===== src/rtl/tia_audio_pkg.sv =====
// Shared constants and the AUDC mode decoder for the TIA-style audio generator.
// The mode decoder maps the 16 AUDC codes onto a waveform source and a step rate.
package tia_audio_pkg;

    localparam logic [3:0] MODE_SET1       = 4'd0;
    localparam logic [3:0] MODE_POLY4      = 4'd1;
    localparam logic [3:0] MODE_POLY5      = 4'd2;
    localparam logic [3:0] MODE_POLY9      = 4'd3;
    localparam logic [3:0] MODE_DIV2       = 4'd4;
    localparam logic [3:0] MODE_DIV31      = 4'd6;
    localparam logic [3:0] MODE_DIV6       = 4'd12;
    localparam logic [3:0] MODE_DIV93      = 4'd14;
    localparam logic [3:0] MODE_POLY5_DIV3 = 4'd15;

    localparam logic [1:0] ADDR_AUDC = 2'd0;
    localparam logic [1:0] ADDR_AUDF = 2'd1;
    localparam logic [1:0] ADDR_AUDV = 2'd2;
    localparam logic [1:0] ADDR_RSVD = 2'd3;

    localparam logic [3:0] POLY4_SEED = 4'hF;
    localparam logic [4:0] POLY5_SEED = 5'h1F;
    localparam logic [8:0] POLY9_SEED = 9'h1FF;

    typedef enum logic [2:0] {
        STEP_CYCLE,
        STEP_FREQ,
        STEP_DIV3,
        STEP_DIV31,
        STEP_DIV93
    } step_sel_e;

    typedef struct packed {
        logic      use_poly4;
        logic      use_poly5;
        logic      use_poly9;
        logic      toggle;
        step_sel_e step_sel;
    } mode_dec_t;

    // Modes that select neither a poly nor toggle force ch_bit high on their step.
    function automatic mode_dec_t mode_decode(input logic [3:0] audc);
        mode_dec_t d;
        d.use_poly4 = 1'b0;
        d.use_poly5 = 1'b0;
        d.use_poly9 = 1'b0;
        d.toggle    = 1'b0;
        d.step_sel  = STEP_CYCLE;
        case (audc)
            MODE_SET1, 4'd11:        d.step_sel = STEP_CYCLE;
            MODE_POLY4:              begin d.use_poly4 = 1'b1; d.step_sel = STEP_FREQ; end
            MODE_POLY5, 4'd7, 4'd9:  begin d.use_poly5 = 1'b1; d.step_sel = STEP_FREQ; end
            MODE_POLY9, 4'd8:        begin d.use_poly9 = 1'b1; d.step_sel = STEP_FREQ; end
            MODE_DIV2, 4'd5:         begin d.toggle = 1'b1; d.step_sel = STEP_FREQ; end
            MODE_DIV31, 4'd10:       begin d.toggle = 1'b1; d.step_sel = STEP_DIV31; end
            MODE_DIV6, 4'd13:        begin d.toggle = 1'b1; d.step_sel = STEP_DIV3; end
            MODE_DIV93:              begin d.toggle = 1'b1; d.step_sel = STEP_DIV93; end
            MODE_POLY5_DIV3:         begin d.use_poly5 = 1'b1; d.step_sel = STEP_DIV3; end
            default:                 d.step_sel = STEP_CYCLE;
        endcase
        return d;
    endfunction

endpackage


===== src/rtl/tia_audio_voice.sv =====
// One audio channel: AUDC/AUDF/AUDV registers, frequency divider, prescalers,
// poly4/5/9 LFSRs, the registered waveform bit and its volume-gated sample.
module tia_audio_voice
    import tia_audio_pkg::*;
#(
    parameter int FREQ_W = 5,
    parameter int VOL_W  = 4
) (
    input  logic             clk,
    input  logic             rst_n,
    input  logic             aud_tick,
    input  logic             wr_en,
    input  logic [1:0]       wr_addr,
    input  logic [4:0]       wr_data,
    output logic             ch_bit,
    output logic [VOL_W-1:0] ch_sample
);

    logic [3:0]        audc;
    logic [FREQ_W-1:0] audf;
    logic [VOL_W-1:0]  audv;
    logic [FREQ_W-1:0] freq_cnt;
    logic [1:0]        div3;
    logic [4:0]        div31;
    logic [3:0]        poly4;
    logic [4:0]        poly5;
    logic [8:0]        poly9;

    mode_dec_t dec;
    logic      freq_tick;
    logic      step31;
    logic      div3_adv;
    logic      step3;
    logic      step;

    // In mode 14 div3 counts step31 pulses, so its wrap becomes the div93 step.
    always_comb begin
        dec       = mode_decode(audc);
        freq_tick = aud_tick && (freq_cnt >= audf);
        step31    = freq_tick && (div31 == 5'd30);
        div3_adv  = (dec.step_sel == STEP_DIV93) ? step31 : freq_tick;
        step3     = div3_adv && (div3 == 2'd2);
        case (dec.step_sel)
            STEP_CYCLE:            step = 1'b1;
            STEP_FREQ:             step = freq_tick;
            STEP_DIV3, STEP_DIV93: step = step3;
            STEP_DIV31:            step = step31;
            default:               step = 1'b0;
        endcase
    end

    always_ff @(posedge clk or negedge rst_n) begin
        if (!rst_n) begin
            audc      <= '0;
            audf      <= '0;
            audv      <= '0;
            freq_cnt  <= '0;
            div3      <= '0;
            div31     <= '0;
            poly4     <= POLY4_SEED;
            poly5     <= POLY5_SEED;
            poly9     <= POLY9_SEED;
            ch_bit    <= 1'b0;
            ch_sample <= '0;
        end else begin
            if (wr_en) begin
                case (wr_addr)
                    ADDR_AUDC: audc <= wr_data[3:0];
                    ADDR_AUDF: audf <= wr_data[FREQ_W-1:0];
                    ADDR_AUDV: audv <= wr_data[VOL_W-1:0];
                    default:   ;
                endcase
            end
            if (aud_tick)  freq_cnt <= freq_tick ? '0 : freq_cnt + 1'b1;
            if (freq_tick) div31 <= (div31 == 5'd30) ? '0 : div31 + 1'b1;
            if (div3_adv)  div3 <= (div3 == 2'd2) ? '0 : div3 + 1'b1;

            // Each LFSR only moves when the active mode actually draws from it.
            if (step && dec.use_poly4) poly4 <= {poly4[0] ^ poly4[1], poly4[3:1]};
            if (step && dec.use_poly5) poly5 <= {poly5[0] ^ poly5[2], poly5[4:1]};
            if (step && dec.use_poly9) poly9 <= {poly9[0] ^ poly9[4], poly9[8:1]};

            if (step) begin
                if (dec.toggle)         ch_bit <= ~ch_bit;
                else if (dec.use_poly4) ch_bit <= poly4[0];
                else if (dec.use_poly5) ch_bit <= poly5[0];
                else if (dec.use_poly9) ch_bit <= poly9[0];
                else                    ch_bit <= 1'b1;
            end
            ch_sample <= ch_bit ? audv : '0;
        end
    end

endmodule


===== src/rtl/tia_audio_poly_gen.sv =====
// Multi-channel TIA-style tone/noise generator: per-channel write decode,
// NUM_CH voice instances and a registered sum of the channel samples.
module tia_audio_poly_gen
    import tia_audio_pkg::*;
#(
    parameter int  NUM_CH = 2,
    parameter int  FREQ_W = 5,
    parameter int  VOL_W  = 4,
    localparam int MIX_W  = VOL_W + $clog2(NUM_CH + 1)
) (
    input  logic                    clk,
    input  logic                    rst_n,
    input  logic                    aud_tick,
    input  logic                    wr_en,
    input  logic [1:0]              wr_ch,
    input  logic [1:0]              wr_addr,
    input  logic [4:0]              wr_data,
    output logic [NUM_CH-1:0]       ch_bit,
    output logic [NUM_CH*VOL_W-1:0] ch_sample,
    output logic [MIX_W-1:0]        mix_out
);

    logic [MIX_W-1:0] mix_sum;

    // Writes to a channel index with no voice, or to the reserved address, match nothing.
    for (genvar g = 0; g < NUM_CH; g++) begin : g_ch
        logic ch_wr;
        assign ch_wr = wr_en && (wr_ch == 2'(g)) && (wr_addr != ADDR_RSVD);

        tia_audio_voice #(
            .FREQ_W(FREQ_W),
            .VOL_W (VOL_W)
        ) u_voice (
            .clk      (clk),
            .rst_n    (rst_n),
            .aud_tick (aud_tick),
            .wr_en    (ch_wr),
            .wr_addr  (wr_addr),
            .wr_data  (wr_data),
            .ch_bit   (ch_bit[g]),
            .ch_sample(ch_sample[g*VOL_W +: VOL_W])
        );
    end

    always_comb begin
        mix_sum = '0;
        for (int i = 0; i < NUM_CH; i++) begin
            mix_sum = mix_sum + MIX_W'(ch_sample[i*VOL_W +: VOL_W]);
        end
    end

    always_ff @(posedge clk or negedge rst_n) begin
        if (!rst_n) mix_out <= '0;
        else        mix_out <= mix_sum;
    end

endmodule

===== config.mk =====
export PLATFORM = sky130hd
export DESIGN_NAME = tia_audio_poly_gen
export DESIGN_NICKNAME = d
export VERILOG_FILES = /design/src/rtl/tia_audio_pkg.sv /design/src/rtl/tia_audio_voice.sv /design/src/rtl/tia_audio_poly_gen.sv
export SDC_FILE = /design/constraint.sdc
export NUM_CORES = 1
export LEC_CHECK = 0
export CAP_MARGIN = 10
export CORE_MARGIN = 2
export CORE_UTILIZATION = 55
export CTS_CLUSTER_SIZE = 28
export DETAILED_ROUTE_END_ITERATION = 8
export HOLD_SLACK_MARGIN = 0.06
export PLACE_DENSITY = 0.8
export SYNTH_ARGS = -nofsm -noshare
export SYNTH_HDL_FRONTEND = slang
export SYNTH_SLANG_ARGS = --single-unit

===== constraint.sdc =====
create_clock -name clk -period 2.9 [get_ports clk]
set_clock_uncertainty 0.1 [all_clocks]
set_input_delay 0.29 -clock clk [delete_from_list [all_inputs] [get_ports clk]]
set_output_delay 0.29 -clock clk [all_outputs]
set_load 0.01 [all_outputs]

---- After elaboration in Yosys (flattened, before gate mapping) ----
Index checks and enable logic that the tools add are counted.
word-level totals
  register bits ........................... 101
  output and inout bits ................... 16
  input bits .............................. 13
  word-level logic and storage cells ...... 160
cells by class
  equal/unequal tests ..................... 46
  mux-type cells .......................... 30
  bitwise logic cells ..................... 8
  $lt $le $gt $ge ......................... 2
  add/sub/neg operators ................... 7
  reductions and logical operators ........ 44
operators with widths
  operator                                                                number
  4-bit equality test (second input constant)                             16
  4-bit by 3-bit equality test with 1-bit output (second input constant)  8
  3-bit one-hot mux with 5 select lines                                   2
  5-bit by 1-bit adder with 5-bit output (second input constant)          4
  5-bit 2-to-1 mux                                                        4
  1-bit 2-to-1 mux                                                        18
  4-bit by 2-bit equality test with 1-bit output (second input constant)  4
  1-bit logical AND                                                       16
  2-bit OR reduction                                                      8
  8-bit OR reduction                                                      2
  7-bit OR reduction                                                      2
  3-bit by 2-bit equality test with 1-bit output (second input constant)  4
  2-bit AND reduction                                                     6
  5-bit equality test (second input constant)                             2
  5-bit >= comparator                                                     2
  4-bit by 1-bit equality test with 1-bit output (second input constant)  2
  4-bit logical NOT                                                       2
  4-bit 2-to-1 mux                                                        2
  1-bit one-hot mux with 4 select lines                                   2
  4-bit OR reduction                                                      2
  2-bit equality test (second input constant)                             3
  3-bit by 1-bit equality test with 1-bit output (second input constant)  2
  3-bit equality test (second input constant)                             2
  3-bit logical NOT                                                       2
  9 further kinds                                                         20

---- Logic depth before layout (Yosys ltp) ----
  word-level depth ........................ 8
  mapped depth ............................ 9
  mapped depth without buffers ............ 8

---- By module ----
From an unflattened synthesis, not the netlist that was laid out.
unflattened totals
  cell total of the unflattened synthesis .. 417
  area, all modules ....................... 5064.9 um2
modules (own cells, without submodules)
  module              cells each  sequential area each (um2)  times used  area each (um2)
  tia_audio_voice     195         1223.7                      2           2379.8
  tia_audio_poly_gen  27          125.1                       1           305.3

---- Worst setup path before layout ----
No wires, ideal clock.
  kind .................................... flip-flop to flip-flop
  from .................................... register g_ch[0].u_voice.freq_cnt[0]
  to ...................................... register g_ch[0].u_voice.poly9[0]
  slack ................................... 0.567 ns
  data arrival time ....................... 2.151 ns
  buffers on the path ..................... 1
  library setup time ...................... 0.082 ns
  period minus slack after synthesis ...... 2.333 ns
  cell stages (with the launch flop) ...... 10
  required time ........................... 2.718 ns
  path through ............................ dfrtp_1 -> inv_1 -> ha_1 -> nand2b_1 -> a31oi_1 -> o21ai_2 -> nand2_2 -> or4_4 -> buf_6 -> mux2_4
on the way
  word-level cells in the longest chain between the ends .. 7
RTL lines
  what                                     line                   RTL
  start: declaration                       tia_audio_voice.sv:22  logic [FREQ_W-1:0] freq_cnt;
  start signal: assignment                 tia_audio_voice.sv:74  if (aud_tick) freq_cnt <= freq_tick ? '0 : freq_cnt + 1'b1;
  5-bit >= comparator *                    tia_audio_voice.sv:39  freq_tick = aud_tick && (freq_cnt >= audf);
  1-bit logical AND *                      tia_audio_voice.sv:39
  1-bit logical AND                        tia_audio_voice.sv:40  step31 = freq_tick && (div31 == 5'd30);
  1-bit 2-to-1 mux                         tia_audio_voice.sv:41  div3_adv = (dec.step_sel == STEP_DIV93) ? step31 : freq_tick;
  1-bit logical AND                        tia_audio_voice.sv:42  step3 = div3_adv && (div3 == 2'd2);
  1-bit one-hot mux with 4 select lines *  tia_audio_voice.sv:43  case (dec.step_sel)
  1-bit logical AND *                      tia_audio_voice.sv:81  if (step && dec.use_poly9) poly9 <= {poly9[0] ^ poly9[4], poly9[8:1]};
  end signal: assignment                   tia_audio_voice.sv:81
  end: declaration                         tia_audio_voice.sv:27  logic [8:0] poly9;
Mark *: on every way between the ends. The rest lies on a longest branch, timed or not.
A chain may end at the register's enable or synchronous reset.

---- Final worst setup path ----
  from .................................... register g_ch[1].u_voice.freq_cnt[0]
  to ...................................... register g_ch[1].u_voice.poly9[1]
on the way
  word-level cells in the longest chain between the ends .. 7
RTL lines
  what                                     line
  start: declaration                       tia_audio_voice.sv:22
  start signal: assignment                 tia_audio_voice.sv:74
  5-bit >= comparator *                    tia_audio_voice.sv:39
  1-bit logical AND *                      tia_audio_voice.sv:39
  1-bit logical AND                        tia_audio_voice.sv:40
  1-bit 2-to-1 mux                         tia_audio_voice.sv:41
  1-bit logical AND                        tia_audio_voice.sv:42
  1-bit one-hot mux with 4 select lines *  tia_audio_voice.sv:43
  1-bit logical AND *                      tia_audio_voice.sv:81
  end signal: assignment                   tia_audio_voice.sv:81
  end: declaration                         tia_audio_voice.sv:27
Marked as above.

==> results.txt <==
status -> completed
dpl hpwl -> 6150 um
Hold Path Class -> in -> async
TritonRoute pass-1 iters -> 4
# clock sinks -> 101
commonest non-fill, non-tap cell in the layout -> dfrtp_1
Slew headroom -> 0.585
pin count of the biggest net entering global routing -> 53
postcts setup bufs -> 0
Area growth, synth to finish -> 11.5%
Cell Pwr Density -> 764 nW/um^2
Netlist Area Pre-Place -> 5070 um^2
VDD IR max -> 0.320 mV
core area -> 9110 um^2
EDFF count, synth -> 0
Final setup viols -> 0
Fin. Hold Viols -> 0
Initial Utilization -> 0.557
die area -> 10,000 um^2
I/O Pins -> 29
critical path required time -> 3.09 ns
Post-synth ARST share -> 1.00
routed wire length -> 8580 um
worst reg-to-reg path cell count -> 8
most frequent cells in the layout -> dfrtp_1 (65), mux2_2 (49), dfstp_2 (36)
critical path arrival -> 2.80 ns
FILL cells -> 710
Synth Instances -> 429
routability congestion estimate -> 0.780
Vias -> 3,258
layout cells sized above 1 -> 0.302
grt ovf -> 0
CTS HTree Levels -> 3
RSZ-0062 raised after global routing -> false
Layout Nets -> 493
ant diodes -> 0
CTS tree -> done
Yosys cell types -> 50
yosys warns -> 0
ys flop type -> dfrtp_1
initial antenna violation count -> 0
worst r2r dst -> g_ch[1].u_voice.poly9[1]
critical path type -> reg -> reg
first-pass GRT wire length -> 14,900 um
Detail Route Antenna Nets -> 0
die extent in x -> 100 um
Inserted Clock Buffers -> 9
Tcrit/Tclk final -> 0.902
DRC -> 0
crit-path max FO -> 9
Finished Cell Area -> 5650 um^2
CTS max path bufs -> 2
r2r setup slk -> 0.28 ns
Max Cap Viol -> 0
worst setup margin -> 0.285 ns
input/output buffers -> 27
dpl cell area -> 5430 um^2
crit end category -> flip-flop
Clk Latency, worst-skew pair -> 0.36 ns
share of the yosys chip area belonging to registers -> 0.507
CP Launch Type -> flip-flop
wire per inst -> 14.9 um
clock tree root buffer cell -> clkbuf_8
reg2reg start -> g_ch[1].u_voice.freq_cnt[0]
Pleak -> 2.54 nW
worst hold slack -> 0.370 ns
fmax -> 382 MHz
number of global-route vias before repair -> 3,182
Sum Neg Setup Slack -> 0 ns
worst slack, placed -> 0.328 ns
row cnt -> 35
worst slew pin tran -> 0.622 ns
#FFs+latches synth -> 101
crit path time final -> 2.62 ns
routed vias/inst -> 5.67
Syn Nets -> 463
Slew Viols, Final -> 0
All-Layer GR Usage -> 0.185
CTS clk-pin slew, worst paths -> 0.11 ns
Iter 0 DRT Violations -> 155
DIE HEIGHT -> 100 um
Power, Total -> 4.32 mW
mean post-synth cell area -> 11.8 um^2
## cells in the mapped netlist (4+ instances only)
| master | n | area, um^2 |
|---|---|---|
| mux2_4 | 18 | 270 |
| nand2_1 | 25 | 93.8 |
| nor3_1 | 5 | 25.0 |
| xor2_1 | 7 | 61.3 |
| o21ai_0 | 25 | 125 |
| mux2_2 | 49 | 552 |
| dfrtp_1 | 65 | 1630 |
| ha_1 | 20 | 250 |
| o31ai_1 | 11 | 82.6 |
| nor2b_1 | 8 | 50.1 |
| nor2_1 | 18 | 67.6 |
| clkbuf_1 | 7 | 26.3 |
| a21o_1 | 5 | 37.5 |
| inv_1 | 24 | 90.1 |
| buf_4 | 4 | 30.0 |
| nand2b_1 | 10 | 62.6 |
| nand3_1 | 14 | 70.1 |
| and2_1 | 10 | 62.6 |
| a21oi_1 | 18 | 90.1 |
| dfstp_2 | 36 | 946 |
| nor3b_1 | 5 | 37.5 |
## sequential cells by signal (all words and copies together), names as in the netlist
name,flops
g_ch.u_voice.poly9,18
g_ch.u_voice.audf,10
g_ch.u_voice.div31,10
g_ch.u_voice.freq_cnt,10
g_ch.u_voice.poly5,10
g_ch.u_voice.audc,8
g_ch.u_voice.audv,8
g_ch.u_voice.ch_sample,8
g_ch.u_voice.poly4,8
mix_out,5
g_ch.u_voice.div3,4
g_ch.u_voice.ch_bit,2
## through the flow
step / std cells / util
2_1_floorplan: 429 / -
3_3_place_gp: 558 / 0.597
3_5_place_dp: 558 / 0.597
4_1_cts: 575 / 0.621
5_1_grt: 575 / 0.621
6_report: 575 / 0.621
## where the power goes
group	total (mW)	switching [mW]	internal [mW]
Clock	0.903	0.551	0.352
Combinational	1.42	0.693	0.724
Sequential	2.00	0.294	1.71
## critical path, cell delays in order, from the launching register on
cell and delay, ns:
dfrtp_1 0.39, inv_1 0.08, ha_1 0.27, nand2b_1 0.09
a31oi_1 0.12, o21ai_2 0.35, o22ai_2 0.17, or3_1 0.61
mux2_4 0.38
## how the worst max path moves through the flow
stage | slack, ns | end | cells after the start | from
after floorplan | 0.57 | g_ch[0].u_voice.poly9[0] | 9 | g_ch[0].u_voice.freq_cnt[0]
after global placement | 0.39 | g_ch[1].u_voice.poly9[6] | 8 | g_ch[1].u_voice.freq_cnt[0]
after detailed placement | 0.33 | g_ch[1].u_voice.poly9[6] | 8 | g_ch[1].u_voice.freq_cnt[0]
after CTS | 0.28 | g_ch[1].u_voice.poly9[1] | 8 | g_ch[1].u_voice.freq_cnt[0]
after global routing | 0.11 | g_ch[1].u_voice.poly9[8] | 8 | g_ch[1].u_voice.freq_cnt[0]
final | 0.28 | g_ch[1].u_voice.poly9[1] | 8 | g_ch[1].u_voice.freq_cnt[0]
## layout make-up
class,count,area (um^2),share of cell area
clock buffer,9,124,0.0219
clock inverter,7,86.3,0.0153
inverter,24,90.1,0.0159
multi-input combinational,288,2300,0.407
sequential,101,2570,0.455
tap,111,139,0.0246
timing repair buffer,35,343,0.0606
## logic make-up (layout without fill, tap and decap cells)
group	after synthesis	count (layout)	synth area share
adder cells (fa/ha/maj)	21	21	0.0533
multiplexers	67	67	0.162
other	1	1	0.000739
AO/OA/AOI/OAI	77	77	0.0967
XOR/XNOR	9	9	0.0155
AND/OR/NAND/NOR	113	113	0.125
flip-flops	101	101	0.507
buffers and inverters	40	75	0.0395
## layer usage
metal,vias to the layer above,routed length [um],track usage
met5,-,0,0
met3,10,234,0.0237
met2,45,4210,0.308
met1,1630,4000,0.251
met4,0,132,0.0695
li1,1573,-,-
## timing repair
item | 4_1_cts | 5_1_grt
resized for setup | 0 | 0
hold buffers | 1 | 0
endpoints found under the hold margin | 35 | 0
Note: power is estimated with default switching activity, not from simulation.
